--- config.mk ---
export PLATFORM = sky130hd
export DESIGN_NAME = unidade_load_store
export DESIGN_NICKNAME = d
export VERILOG_FILES = /design/src/rtl/unidade_load_store_pkg.sv /design/src/rtl/unidade_load_store_memoria.sv /design/src/rtl/unidade_load_store.sv
export SDC_FILE = /design/constraint.sdc
export NUM_CORES = 1
export LEC_CHECK = 0
export ABC_CLOCK_PERIOD_IN_PS = 12740
export CAP_MARGIN = 20
export CORE_ASPECT_RATIO = 0.9
export CORE_MARGIN = 5
export CORE_UTILIZATION = 46
export CTS_BUF_LIST = sky130_fd_sc_hd__clkbuf_4
export DETAILED_ROUTE_END_ITERATION = 10
export HOLD_SLACK_MARGIN = 0.05
export PLACE_DENSITY = 0.64
export SYNTH_ARGS = -nofsm -noshare
export SYNTH_HDL_FRONTEND = slang
export SYNTH_SLANG_ARGS = --single-unit
--- constraint.sdc ---
create_clock -name Clock -period 12.74 [get_ports Clock]
set_input_delay 2.548 -clock Clock [delete_from_list [all_inputs] [get_ports Clock]]
set_output_delay 2.548 -clock Clock [all_outputs]
set_load 0.03 [all_outputs]
--- src/rtl/unidade_load_store_pkg.sv ---
// ============================================================================
// Module  : unidade_load_store_pkg
// Brief   : Opcodes, FSM state encoding and default widths for the LSU.
// Revision: 1.0
// ============================================================================
`default_nettype none

package unidade_load_store_pkg;

    localparam int DEF_DATA_W  = 16;
    localparam int DEF_ADDR_W  = 4;
    localparam int DEF_TAG_W   = 3;
    localparam int DEF_QDEPTH  = 2;
    localparam int DEF_MEM_LAT = 2;

    localparam logic [2:0] OP_NOP   = 3'd0;
    localparam logic [2:0] OP_LOAD  = 3'd4;
    localparam logic [2:0] OP_STORE = 3'd5;

    typedef enum logic [1:0] {
        ST_IDLE  = 2'd0,
        ST_EXEC  = 2'd1,
        ST_WAIT  = 2'd2,
        ST_BCAST = 2'd3
    } lsu_state_e;

    function automatic logic is_mem_op(input logic [2:0] op);
        return (op == OP_LOAD) || (op == OP_STORE);
    endfunction

endpackage

`default_nettype wire

--- src/rtl/unidade_load_store_memoria.sv ---
// ============================================================================
// Module  : memoria_dados_param
// Brief   : Private data memory: synchronous write, MEM_LAT-stage read pipe.
// Revision: 1.0
// ============================================================================
`default_nettype none

module memoria_dados_param #(
    parameter int ADDR_W  = 4,
    parameter int DATA_W  = 16,
    parameter int MEM_LAT = 2
) (
    input  logic              Clock,
    input  logic              Reset,
    input  logic              wr_en,
    input  logic [ADDR_W-1:0] wr_addr,
    input  logic [DATA_W-1:0] wr_data,
    input  logic [ADDR_W-1:0] rd_addr,
    output logic [DATA_W-1:0] rd_data
);

    localparam int DEPTH = 2 ** ADDR_W;

    logic [DATA_W-1:0] mem_q  [DEPTH];
    logic [DATA_W-1:0] mem_d  [DEPTH];
    logic [DATA_W-1:0] pipe_q [MEM_LAT];
    logic [DATA_W-1:0] pipe_d [MEM_LAT];

    always_comb begin
        mem_d = mem_q;
        if (wr_en) begin
            mem_d[wr_addr] = wr_data;
        end
        // Stage 0 captures the pre-write contents; the last stage feeds rd_data.
        pipe_d[0] = mem_q[rd_addr];
        for (int k = 1; k < MEM_LAT; k++) begin
            pipe_d[k] = pipe_q[k-1];
        end
    end

    always_ff @(posedge Clock or posedge Reset) begin
        if (Reset) begin
            for (int i = 0; i < DEPTH; i++) begin
                mem_q[i] <= '0;
            end
            for (int k = 0; k < MEM_LAT; k++) begin
                pipe_q[k] <= '0;
            end
        end else begin
            mem_q  <= mem_d;
            pipe_q <= pipe_d;
        end
    end

    assign rd_data = pipe_q[MEM_LAT-1];

endmodule

`default_nettype wire

--- src/rtl/unidade_load_store.sv ---
// ============================================================================
// Module  : unidade_load_store
// Brief   : In-order load/store unit with request queue and CDB handshake.
//           Define LSU_STORE_ACK_EN to make stores broadcast a CDB ack.
// Revision: 1.0
// ============================================================================
`default_nettype none

module unidade_load_store
    import unidade_load_store_pkg::*;
#(
    parameter int DATA_W  = DEF_DATA_W,
    parameter int ADDR_W  = DEF_ADDR_W,
    parameter int TAG_W   = DEF_TAG_W,
    parameter int QDEPTH  = DEF_QDEPTH,
    parameter int MEM_LAT = DEF_MEM_LAT
) (
    input  logic              Clock,
    input  logic              Reset,
    input  logic              Flush,
    input  logic              Issue_valid,
    output logic              Issue_ready,
    input  logic [2:0]        Issue_op,
    input  logic [TAG_W-1:0]  Issue_tag,
    input  logic [DATA_W-1:0] Op1,
    input  logic [DATA_W-1:0] Op2,
    input  logic [DATA_W-1:0] Op3,
    output logic              CDB_req,
    input  logic              CDB_grant,
    output logic [TAG_W-1:0]  CDB_tag,
    output logic [DATA_W-1:0] CDB_data,
    output logic              Busy
);

    localparam int              PTR_W   = $clog2(QDEPTH);
    localparam int              CNT_W   = (MEM_LAT > 1) ? $clog2(MEM_LAT) : 1;
    localparam logic [PTR_W:0]  Q_FULL  = (PTR_W+1)'(QDEPTH);
    localparam logic [PTR_W:0]  Q_ONE   = (PTR_W+1)'(1);
    localparam logic [PTR_W-1:0] P_ONE  = PTR_W'(1);
    localparam logic [CNT_W-1:0] W_LAST = CNT_W'(MEM_LAT - 1);

    lsu_state_e state_q, state_d;

    logic              q_store_q [QDEPTH], q_store_d [QDEPTH];
    logic [TAG_W-1:0]  q_tag_q   [QDEPTH], q_tag_d   [QDEPTH];
    logic [ADDR_W-1:0] q_addr_q  [QDEPTH], q_addr_d  [QDEPTH];
    logic [DATA_W-1:0] q_data_q  [QDEPTH], q_data_d  [QDEPTH];
    logic [PTR_W-1:0]  wr_ptr_q, wr_ptr_d, rd_ptr_q, rd_ptr_d;
    logic [PTR_W:0]    count_q, count_d;

    logic              cur_store_q, cur_store_d;
    logic [TAG_W-1:0]  cur_tag_q, cur_tag_d;
    logic [ADDR_W-1:0] cur_addr_q, cur_addr_d;
    logic [DATA_W-1:0] cur_data_q, cur_data_d;
    logic [DATA_W-1:0] result_q, result_d;
    logic [CNT_W-1:0]  wait_cnt_q, wait_cnt_d;

    logic              push, pop, q_empty, mem_wr_en;
    logic [DATA_W-1:0] addr_sum, mem_rd_data;

    assign addr_sum = Op1 + Op2;

    generate
        if (DATA_W > ADDR_W) begin : g_unused_sum
            logic unused_sum_bits;
            assign unused_sum_bits = ^addr_sum[DATA_W-1:ADDR_W];
        end
    endgenerate

    assign q_empty     = (count_q == '0);
    assign Issue_ready = (count_q != Q_FULL);
    // NOP and unknown opcodes are handshaken but never enter the queue.
    assign push        = Issue_valid && Issue_ready && !Flush && is_mem_op(Issue_op);

    always_comb begin
        state_d     = state_q;
        cur_store_d = cur_store_q;
        cur_tag_d   = cur_tag_q;
        cur_addr_d  = cur_addr_q;
        cur_data_d  = cur_data_q;
        result_d    = result_q;
        wait_cnt_d  = wait_cnt_q;
        pop         = 1'b0;
        mem_wr_en   = 1'b0;

        case (state_q)
            ST_IDLE: begin
                if (!q_empty) begin
                    pop         = 1'b1;
                    cur_store_d = q_store_q[rd_ptr_q];
                    cur_tag_d   = q_tag_q[rd_ptr_q];
                    cur_addr_d  = q_addr_q[rd_ptr_q];
                    cur_data_d  = q_data_q[rd_ptr_q];
                    state_d     = ST_EXEC;
                end
            end
            ST_EXEC: begin
                if (cur_store_q) begin
                    mem_wr_en = 1'b1;
`ifdef LSU_STORE_ACK_EN
                    result_d  = '0;
                    state_d   = ST_BCAST;
`else
                    state_d   = ST_IDLE;
`endif
                end else begin
                    wait_cnt_d = '0;
                    state_d    = ST_WAIT;
                end
            end
            ST_WAIT: begin
                if (wait_cnt_q == W_LAST) begin
                    result_d = mem_rd_data;
                    state_d  = ST_BCAST;
                end else begin
                    wait_cnt_d = wait_cnt_q + CNT_W'(1);
                end
            end
            ST_BCAST: begin
                if (CDB_grant) begin
                    state_d = ST_IDLE;
                end
            end
            default: state_d = ST_IDLE;
        endcase

        if (Flush) begin
            state_d   = ST_IDLE;
            pop       = 1'b0;
            mem_wr_en = 1'b0;
        end
    end

    always_comb begin
        q_store_d = q_store_q;
        q_tag_d   = q_tag_q;
        q_addr_d  = q_addr_q;
        q_data_d  = q_data_q;
        wr_ptr_d  = wr_ptr_q;
        rd_ptr_d  = rd_ptr_q;
        count_d   = count_q;
        if (push) begin
            q_store_d[wr_ptr_q] = (Issue_op == OP_STORE);
            q_tag_d[wr_ptr_q]   = Issue_tag;
            q_addr_d[wr_ptr_q]  = addr_sum[ADDR_W-1:0];
            q_data_d[wr_ptr_q]  = Op3;
            wr_ptr_d            = wr_ptr_q + P_ONE;
        end
        if (pop) begin
            rd_ptr_d = rd_ptr_q + P_ONE;
        end
        if (push && !pop) begin
            count_d = count_q + Q_ONE;
        end else if (pop && !push) begin
            count_d = count_q - Q_ONE;
        end
        if (Flush) begin
            wr_ptr_d = '0;
            rd_ptr_d = '0;
            count_d  = '0;
        end
    end

    always_ff @(posedge Clock or posedge Reset) begin
        if (Reset) begin
            state_q     <= ST_IDLE;
            wr_ptr_q    <= '0;
            rd_ptr_q    <= '0;
            count_q     <= '0;
            cur_store_q <= 1'b0;
            cur_tag_q   <= '0;
            cur_addr_q  <= '0;
            cur_data_q  <= '0;
            result_q    <= '0;
            wait_cnt_q  <= '0;
            for (int i = 0; i < QDEPTH; i++) begin
                q_store_q[i] <= 1'b0;
                q_tag_q[i]   <= '0;
                q_addr_q[i]  <= '0;
                q_data_q[i]  <= '0;
            end
        end else begin
            state_q     <= state_d;
            wr_ptr_q    <= wr_ptr_d;
            rd_ptr_q    <= rd_ptr_d;
            count_q     <= count_d;
            cur_store_q <= cur_store_d;
            cur_tag_q   <= cur_tag_d;
            cur_addr_q  <= cur_addr_d;
            cur_data_q  <= cur_data_d;
            result_q    <= result_d;
            wait_cnt_q  <= wait_cnt_d;
            q_store_q   <= q_store_d;
            q_tag_q     <= q_tag_d;
            q_addr_q    <= q_addr_d;
            q_data_q    <= q_data_d;
        end
    end

    memoria_dados_param #(
        .ADDR_W (ADDR_W),
        .DATA_W (DATA_W),
        .MEM_LAT(MEM_LAT)
    ) u_mem (
        .Clock  (Clock),
        .Reset  (Reset),
        .wr_en  (mem_wr_en),
        .wr_addr(cur_addr_q),
        .wr_data(cur_data_q),
        .rd_addr(cur_addr_q),
        .rd_data(mem_rd_data)
    );

    assign CDB_req  = (state_q == ST_BCAST);
    assign CDB_tag  = CDB_req ? cur_tag_q : '0;
    assign CDB_data = CDB_req ? result_q : '0;
    assign Busy     = !q_empty || (state_q != ST_IDLE);

endmodule

`default_nettype wire
# == Word-level counts from Yosys, hierarchy flattened ==
# Cells that the tools add are included.
# totals
register_bits,383
out_inout_bits,22
word_cells,139
inputBits,59
# classes
muxes,54
magnitude_cmp,5
addsub,6
n_bitwise,4
reduce_logical,24
n_eq_ne,10
# ops
op,n
$bwmux W256,1
$mux W16,8
$bmux W16 S4,1
$demux W16 S4,1
$bwmux W32,1
$demux W16 S1,1
$mux W1,16
$mux W2,8
$mux W4,4
$mux W3,5
$bwmux W8,1
$pmux W2 S4,1
$reduce_bool A2 Y1,4
$logic_and A1 B1 Y1,7
$bwmux W6,1
$eq A3 B3 Y1 const B,2
$ne A3 B3 Y1 const B,2
$reduce_and A2 Y1,3
$ge A5 B5 Y1 const B,1
$lt A5 B1 Y1 const B,1
$not A4 Y5,1
$add A4 B4 Y4,1
$demux W4 S1,1
$eq A2 B2 Y1 const B,2
other kinds (19),29

# == Longest topological paths before layout ==
# Gate-level depths: netlist of the first run.
# depth
ltp_word,9
mapped_depth,7
ltp_nobuf,5

# == By module ==
# From an unflattened synthesis of the first run, not the netlist that was laid out.
# unflattened
cells_unflattened,1078
hier_area_um2,16644.7
# modules_own_cells
mod,n_inst,cells_per_inst,area_per_inst_um2,seq_area_each_um2
memoria_dados_param,1,744,12301.8,7206.9
unidade_load_store,1,334,4342.9,2377.3

# == Worst setup path before layout of the first run ==
# OpenSTA, ideal clock, no wires.
# synth_timing
path_kind,input port to flip-flop
startpoint,input port Flush
endpoint,register u_mem.mem_q[176] (netlist name)
cell_stages,6
required_time_ns,12.615
t_arrival_ns,4.144
setup_slack_ns,8.471
cell_sequence,buf_2 -> nand4bb_4 -> or3_4 -> nor3b_4 -> buf_6 -> mux2_2
# synth_via
elab_chain_len,1
# synth_rtl
element,line,source
"start, declared",unidade_load_store.sv:20,"input logic Flush,"
$mux W1,unidade_load_store.sv:127,if (Flush) begin
"end signal, assigned",unidade_load_store_memoria.sv:50,mem_q <= mem_d;
"end, declared",unidade_load_store_memoria.sv:24,logic [DATA_W-1:0] mem_q [DEPTH];
# Every way passes these cells.
# A chain may end at the register's enable or synchronous reset.

# == Final worst setup path of the first run ==
# layout_timing
startpoint,register state_q[0]
endpoint,output port Busy
# layout_via
elab_chain_len,2
# layout_rtl
element,line,source
"start, declared",unidade_load_store.sv:42,"lsu_state_e state_q, state_d;"
"start signal, assigned",unidade_load_store.sv:183,state_q <= state_d;
$reduce_bool A2 Y1,unidade_load_store.sv:217,assign Busy = !q_empty || (state_q != ST_IDLE);
$logic_or A1 B1 Y1,unidade_load_store.sv:217,
"end, declared",unidade_load_store.sv:32,output logic Busy
# Every way passes these cells.

==> metrics.md, run 1 <==
| Metric | Value |
|---|---|
| Critical path start-end classification | register to output port |
| Min Hold Slack | around 340 ps |
| Final Hold Fails | 0 |
| Detailed Route WL | approximately 33000 um |
| Initial DRC count | between 400 and 500 |
| Final Non-Filler Cells | 1682 |
| Via count | between 9k and 10k |
| Worst hold path class | register to register |
| Row cnt | 65 |
| Pwr Density | 175 mW/mm^2 |
| CTS tree | built |
| Crit path max fanout | 28 |
| Mean post-synth cell area | around 15 sq um |
| Actual slew at the worst max-slew pin | around 1100 ps |
| CP Cell Sequence | nor2_1 -> nand2_1 -> clkdlybuf4s50_1 |
| CTS Sinks | around 380 |
| Port bufs | 56 |
| First-pass GRT wire length | between 50000 and 60000 um |
| Die Wd | about 210 um |
| Resized Gates After CTS | 0 |
| Achievable Freq | between 150 and 200 MHz |
| Worst slew margin | between 20% and 30% |
| Gp weighted congestion | a little over 0.7 |
| Post-synthesis adder-cell area fraction | 0.352% |
| Synth Area in Simple Gates | under 10% |
| Worst EP required | a little over 10000 ps |
| Die Height | ~190 um |
| Setup Skew | approximately 46 ps |
| Root Driver | clkbuf_4 |
| Initial core utilization | between 40% and 50% |
| Placed cells | 1527 |
| Synth Area in Compound Gates | ~2.7% |
| RSZ-0062 raised after global routing | no |
| Register area share after synthesis | 58.6% |
| DP Worst Slack | around 7100 ps |
| Dominant combinational cell family by area after synthesis | multiplexers |
| Die area | around 0.04 sq mm |
| Worst VDD drop | about 110 uV |
| H-tree Lvls | 3 |
| Final #Nets | 1221 |
| Num CTS Buffers | 97 |
| Filler cells | approximately 3k |
| Ports | 81 |
| Max-cap violations | 0 |
| Outcome | complete, no violations |
| Final ANT Viol Nets | 0 |
| Synth Register Bits | around 380 |
| Layout Utilization | between 50% and 60% |
| Startpoint types | register |
| Period utilisation layout | 40.7% |
| Drt via density | 5.41 |
| Yosys warnings | 0 |
| Post-synthesis xor/xnor area fraction | less than 1% |
| Final setup vio count | 0 |
| Layout cell share with drive strength beyond 1 | between 40% and 50% |
| Tot Pwr | roughly 3.2 mW |
| Overall global routing resource usage | approximately 18% |
| Hold-fix buffers, CTS | 0 |
| Post-CTS Setup Bufs | 0 |
| Clock Latency Late Sink | 710 ps |
| Routed length per instance | 19.8 um |
| CP Capture Type | output port |
| CP max stage delay | about 960 ps |
| Area growth from synthesis to layout | 12.7% |
| Vias in the first global route | just under 10k |
| Net count after synthesis | approximately 1.1k |
| Crit path DAT | between 2000 and 3000 ps |
| Slowest CP cell | dfrtp_1 |
| Gr ovfl total | 0 |
| Netlist cell types | 36 |
| Post-Synthesis Cells | 1064 |
| Leak pwr | about 9 nW |
| Max Root-Sink Buffers | 3 |
| Fin crit period | a little over 5000 ps |
| Mux cell area share after synthesis | 31.9% |
| DPL Wire Length | approximately 20000 um |
| CTS clk-pin slew, worst paths | 60 ps |
| DRC | 0 |
| TritonRoute pass-1 iters | 4 |
| Post-Syn Area | ~0.016 sq mm |
| Design area | between 0.015 and 0.02 sq mm |
| Setup TNS | 0 ps |
| Number of antenna violations at the first check in global routing | 1 |
| Final slew viol count | 0 |
| Setup WS post-layout | between 7000 and 8000 ps |
| Placed Instance Area | ~0.017 sq mm |
| Largest net degree at the start of global routing | 78 |
| Core Area | 0.0351 sq mm |
## state kept, by name, summed over array words and instances (netlist names), 3 cells and up
| register | cells |
|---|---|
| cur_addr_q | 4 |
| cur_data_q | 16 |
| cur_tag_q | 3 |
| q_addr_q | 8 |
| q_data_q | 32 |
| q_tag_q | 6 |
| result_q | 16 |
| u_mem.mem_q | 256 |
| u_mem.pipe_d | 16 |
| u_mem.rd_data | 16 |
## cell type report
type / instances / area [sq um] / share of cell area, %
diodes: 1 / 2.50 / 0.0136
clock buffers: 143 / 1070 / 5.82
flip-flops and latches: 383 / 9590 / 52.0
clock inverters: 10 / 37.5 / 0.204
multi-input cells: 594 / 6400 / 34.7
inverters: 9 / 37.5 / 0.204
well taps: 469 / 587 / 3.18
repair buffers: 73 / 708 / 3.84
## critical path, delay by kind of cell, from the launching register on
family,cells,cell delay (ps)
buffers and inverters,1,670
AND/OR/NAND/NOR,2,280
flip-flops,1,960
## logic make-up (layout without fill, tap and decap cells)
family                   Yosys count  count (layout)
multiplexers                     403             403
flip-flops                       383             383
AND/OR/NAND/NOR                  109             109
buffers and inverters             87             235
AO/OA/AOI/OAI                     72              72
XOR/XNOR                           6               6
adder cells (fa/ha/maj)            4               4
other                              0               1
## path summary, 6_finish.rpt
check	slack (ps)	start	cells after the start	endpoint
setup / recovery	7560	state_q[0]	3	Busy
max in group asynchronous	8030	Reset	4	cur_addr_q[0]
hold / removal	340	u_mem.pipe_d[1]	0	u_mem.rd_data[1]
hold reg to reg	340	u_mem.pipe_d[1]	0	u_mem.rd_data[1]
setup reg to reg	9760	cur_addr_q[3]	3	u_mem.mem_q[31]
min in group asynchronous	2360	Reset	2	u_mem.mem_q[35]
## Yosys cell counts
| master | n | area share [%] |
|---|---|---|
| nor2b_1 | 5 | 0.19 |
| fa_1 | 1 | 0.12 |
| nand2_1 | 37 | 0.85 |
| or4b_2 | 1 | 0.061 |
| nor3b_4 | 1 | 0.11 |
| nor2_1 | 30 | 0.69 |
| o211ai_1 | 1 | 0.046 |
| nand4bb_4 | 1 | 0.17 |
| ha_1 | 3 | 0.23 |
| mux4_2 | 64 | 8.8 |
| nor3_4 | 1 | 0.099 |
| xnor2_1 | 5 | 0.27 |
| a21o_1 | 1 | 0.046 |
| inv_1 | 9 | 0.21 |
| a21oi_1 | 26 | 0.80 |
| nand2b_1 | 1 | 0.038 |
| or3_4 | 1 | 0.069 |
| a21boi_0 | 1 | 0.046 |
| xnor3_1 | 1 | 0.14 |
| nor3_2 | 3 | 0.18 |
| mux2i_1 | 25 | 1.5 |
| and2_1 | 2 | 0.076 |
| dfrtp_1 | 383 | 59 |
| mux2_2 | 314 | 22 |
| nor3b_1 | 1 | 0.046 |
| nor4_2 | 1 | 0.076 |
| buf_4 | 4 | 0.18 |
| nor3_1 | 2 | 0.061 |
| clkbuf_1 | 40 | 0.92 |
| buf_2 | 29 | 0.89 |
| a22oi_1 | 32 | 1.5 |
| buf_6 | 2 | 0.14 |
| buf_1 | 3 | 0.069 |
| and3_1 | 19 | 0.73 |
| nand3b_1 | 3 | 0.14 |
| o21ai_0 | 11 | 0.34 |
## per-layer routing
layer / share of wire, % / global-route usage [%] / vias up / routed length, um
li1: - / - / 4124 / -
met1: 47 / 25.7 / 4765 / 15700
met2: 46 / 26.6 / 156 / 15400
met3: 4.8 / 3.53 / 50 / 1580
met4: 1.7 / 5.67 / 0 / 564
met5: 0 / 0 / - / 0
## where the power goes
part / total, mW / leakage (nW) / switching, mW / internal, mW
clock: 0.959 / 0.679 / 0.456 / 0.503
sequential: 1.66 / 5.22 / 0.256 / 1.40
combinational: 0.617 / 3.07 / 0.305 / 0.312
total: 3.23 / 8.97 / 1.02 / 2.22
## layout by cell type, fill, tap and decap left out, types with 4 or more instances in the layout
master / instances
dfrtp_1: 381
mux2_2: 314
clkbuf_4: 143
mux4_2: 64
clkdlybuf4s50_1: 56
nand2_1: 37
a22oi_1: 32
nor2_1: 30
a21oi_1: 26
mux2i_1: 25
and3_1: 19
buf_4: 16
o21ai_0: 11
inv_1: 8
clkinv_1: 8
nor2b_1: 5
xnor2_1: 5
nor3_2: 4
Power figures use the tool's default switching activity.
==> inputs of run 2 (changes only) <==
Settings changed: ABC_CLOCK_PERIOD_IN_PS 12740 to 4300.
Clock period 12.74 ns to 4.3 ns, I/O delays scaled along.
==> run 2 against run 1 <==
- sequential share of layout area decreased by 0.63 points
- first-iteration DRC count is 22% lower
- setup slack lost 6700 ps
- clock-buffer cell count increased by 5
- wire length grew 0.82%
- total power rose to 3.0 times the previous value
- global-route usage is 0.055 points lower
- clock skew is 3.3 ps higher
- largest cell class unchanged
==> metrics.md, run 2 (synthesis results as in run 1) <==
| Metric | Value |
|---|---|
| First-pass GRT wire length | between 50000 and 60000 um |
| Overall global routing resource usage | about 17% |
| Slowest CP cell | dfrtp_1 |
| CTS tree | built |
| Row cnt | 65 |
| CP Cell Sequence | and3_1 -> clkdlybuf4s50_1 |
| DRC | 0 |
| Final #Nets | 1237 |
| Worst VDD drop | ~280 uV |
| Largest net degree at the start of global routing | 54 |
| CP Depth | 2 |
| CP delay by family, top | flip-flops |
| Critical path start-end classification | register to output port |
| Leak pwr | between 9 and 10 nW |
| Clock Latency Late Sink | 720 ps |
| Gr ovfl total | 0 |
| CP Capture Type | output port |
| Outcome | complete, no violations |
| Met1 usage | about 25% |
| Detailed Route WL | about 34000 um |
| Max reg flops | 256 |
| GRT busiest layer | met2 |
| Min Hold Slack | around 340 ps |
| Ports | a little over 80 |
| Worst Hold Path Cells | 0 |
| Worst slew margin | a little under a third |
| GRT met3 Usage | under 10% |
| Initial core utilization | a little under half |
| Resized Gates After CTS | 0 |
| Final setup vio count | 0 |
| RSZ-0062 raised after global routing | no |
| Vias in the first global route | a little under 10k |
| Num CTS Buffers | 98 |
| Hold-fix buffers, CTS | 0 |
| Via count | roughly 9k |
| H-tree Lvls | 3 |
| Post-CTS Setup Bufs | 0 |
| Achievable Freq | 289 MHz |
| Most flops, register | u_mem.mem_q |
| WP buf/inv | 1 |
| TritonRoute pass-1 iters | 4 |
| R2r worst-path depth | 3 |
| Root Driver | clkbuf_4 |
| CTS clk-pin slew, worst paths | ~70 ps |
| Final slew viol count | 0 |
| Most frequent cells in the layout | dfrtp_1, mux2_2, clkbuf_4, mux4_2, clkdlybuf4s50_1 |
| Drt via density | approximately 5.4 |
| Worst EP required | around 3400 ps |
| Setup Skew | 48.9 ps |
| Die Wd | 209 um |
| Die area | slightly below 0.04 sq mm |
| Final ANT Viol Nets | 0 |
| Core Area | roughly 0.035 sq mm |
| Fin crit period | ~3500 ps |
| Area growth from synthesis to layout | 14.1% |
| Layout Utilization | 53.1% |
| Layout cell share with drive strength beyond 1 | a little under half |
| Number of antenna violations at the first check in global routing | 1 |
| Pwr Density | slightly above 500 mW/mm^2 |
| CTS Sinks | between 300 and 400 |
| Initial DRC count | 335 |
| Startpoint types | register |
| Gp weighted congestion | 0.725 |
| Worst hold path class | register to register |
| Routed length per instance | a little under 20 um |
| Max-cap violations | 0 |
| Period utilisation layout | 80.4% |
| Crit path DAT | between 2000 and 3000 ps |
| Largest regs | u_mem.mem_q: 256 flops, q_data_q: 32 flops |
| Die Height | between 150 and 200 um |
| DPL Wire Length | around 21000 um |
| CP max stage delay | 930 ps |
| Final Hold Fails | 0 |
| Max Root-Sink Buffers | 3 |
| Tot Pwr | slightly below 10 mW |
| Actual slew at the worst max-slew pin | just over 1000 ps |
| Crit path max fanout | 28 |
| Port bufs | between 50 and 60 |
| Commonest non-fill, non-tap cell in the layout | dfrtp_1 |
| Met2 usage | ~27% |
## run 2: cell count changes in the layout (fill, tap and decap cells not counted)
cell       before  now
buf_16          1    0
clkbuf_4      143  148
buf_12          0    6
bufinv_16       0    1
buf_4          16   26
clkinv_1        8    7
inv_2           2    1
## run 2: power by group
group / switching, mW / leakage (nW) / internal [mW] / total [mW]
clock: 1.35 / 0.710 / 1.60 / 2.94
sequential: 0.821 / 5.22 / 4.15 / 4.97
combinational: 0.841 / 3.17 / 0.941 / 1.78
## run 2: per-layer routing
metal	part of all wire [%]	wire [um]	vias up
li1	-	-	4159
met1	47	15800	4792
met2	47	15700	180
met3	4.1	1390	57
met4	1.9	631	0
met5	0	0	-
## run 2: cell type report
cell class                 instances  area (sq um)
timing repair buffer              88           876
clock buffer                     148          1110
tap                              469           587
sequential                       383          9590
antenna                            1          2.50
inverter                           9          37.5
clock inverter                     9          60.1
fill                            2995         16500
multi-input combinational        594          6400
## run 2: worst paths after layout
path | start | to | slack, ps
max | state_q[0] | CDB_data[1] | 840
min | u_mem.pipe_d[11] | u_mem.rd_data[11] | 340
max reg2reg | cur_addr_q[2] | u_mem.mem_q[138] | 1280
min reg2reg | u_mem.pipe_d[11] | u_mem.rd_data[11] | 340
max in group asynchronous | Reset | cur_addr_q[0] | 2990
min in group asynchronous | Reset | u_mem.mem_q[67] | 440
## run 2: through the flow
stage	setup TNS, ps	instance area (sq um)	cells	setup WS (ps)
after floorplan	-654160	16400	1064	-1710
after global placement	0	17500	1542	983
after detailed placement	0	17500	1543	960
after CTS	0	18700	1700	697
after global routing	0	18700	1701	565
final	0	18700	1701	842
## run 2: worst reg2reg max path, delay by kind of cell (launching register included)
family	cells	cell delay, ps
AND/OR/NAND/NOR	2	1790
multiplexers	1	540
flip-flops	1	530
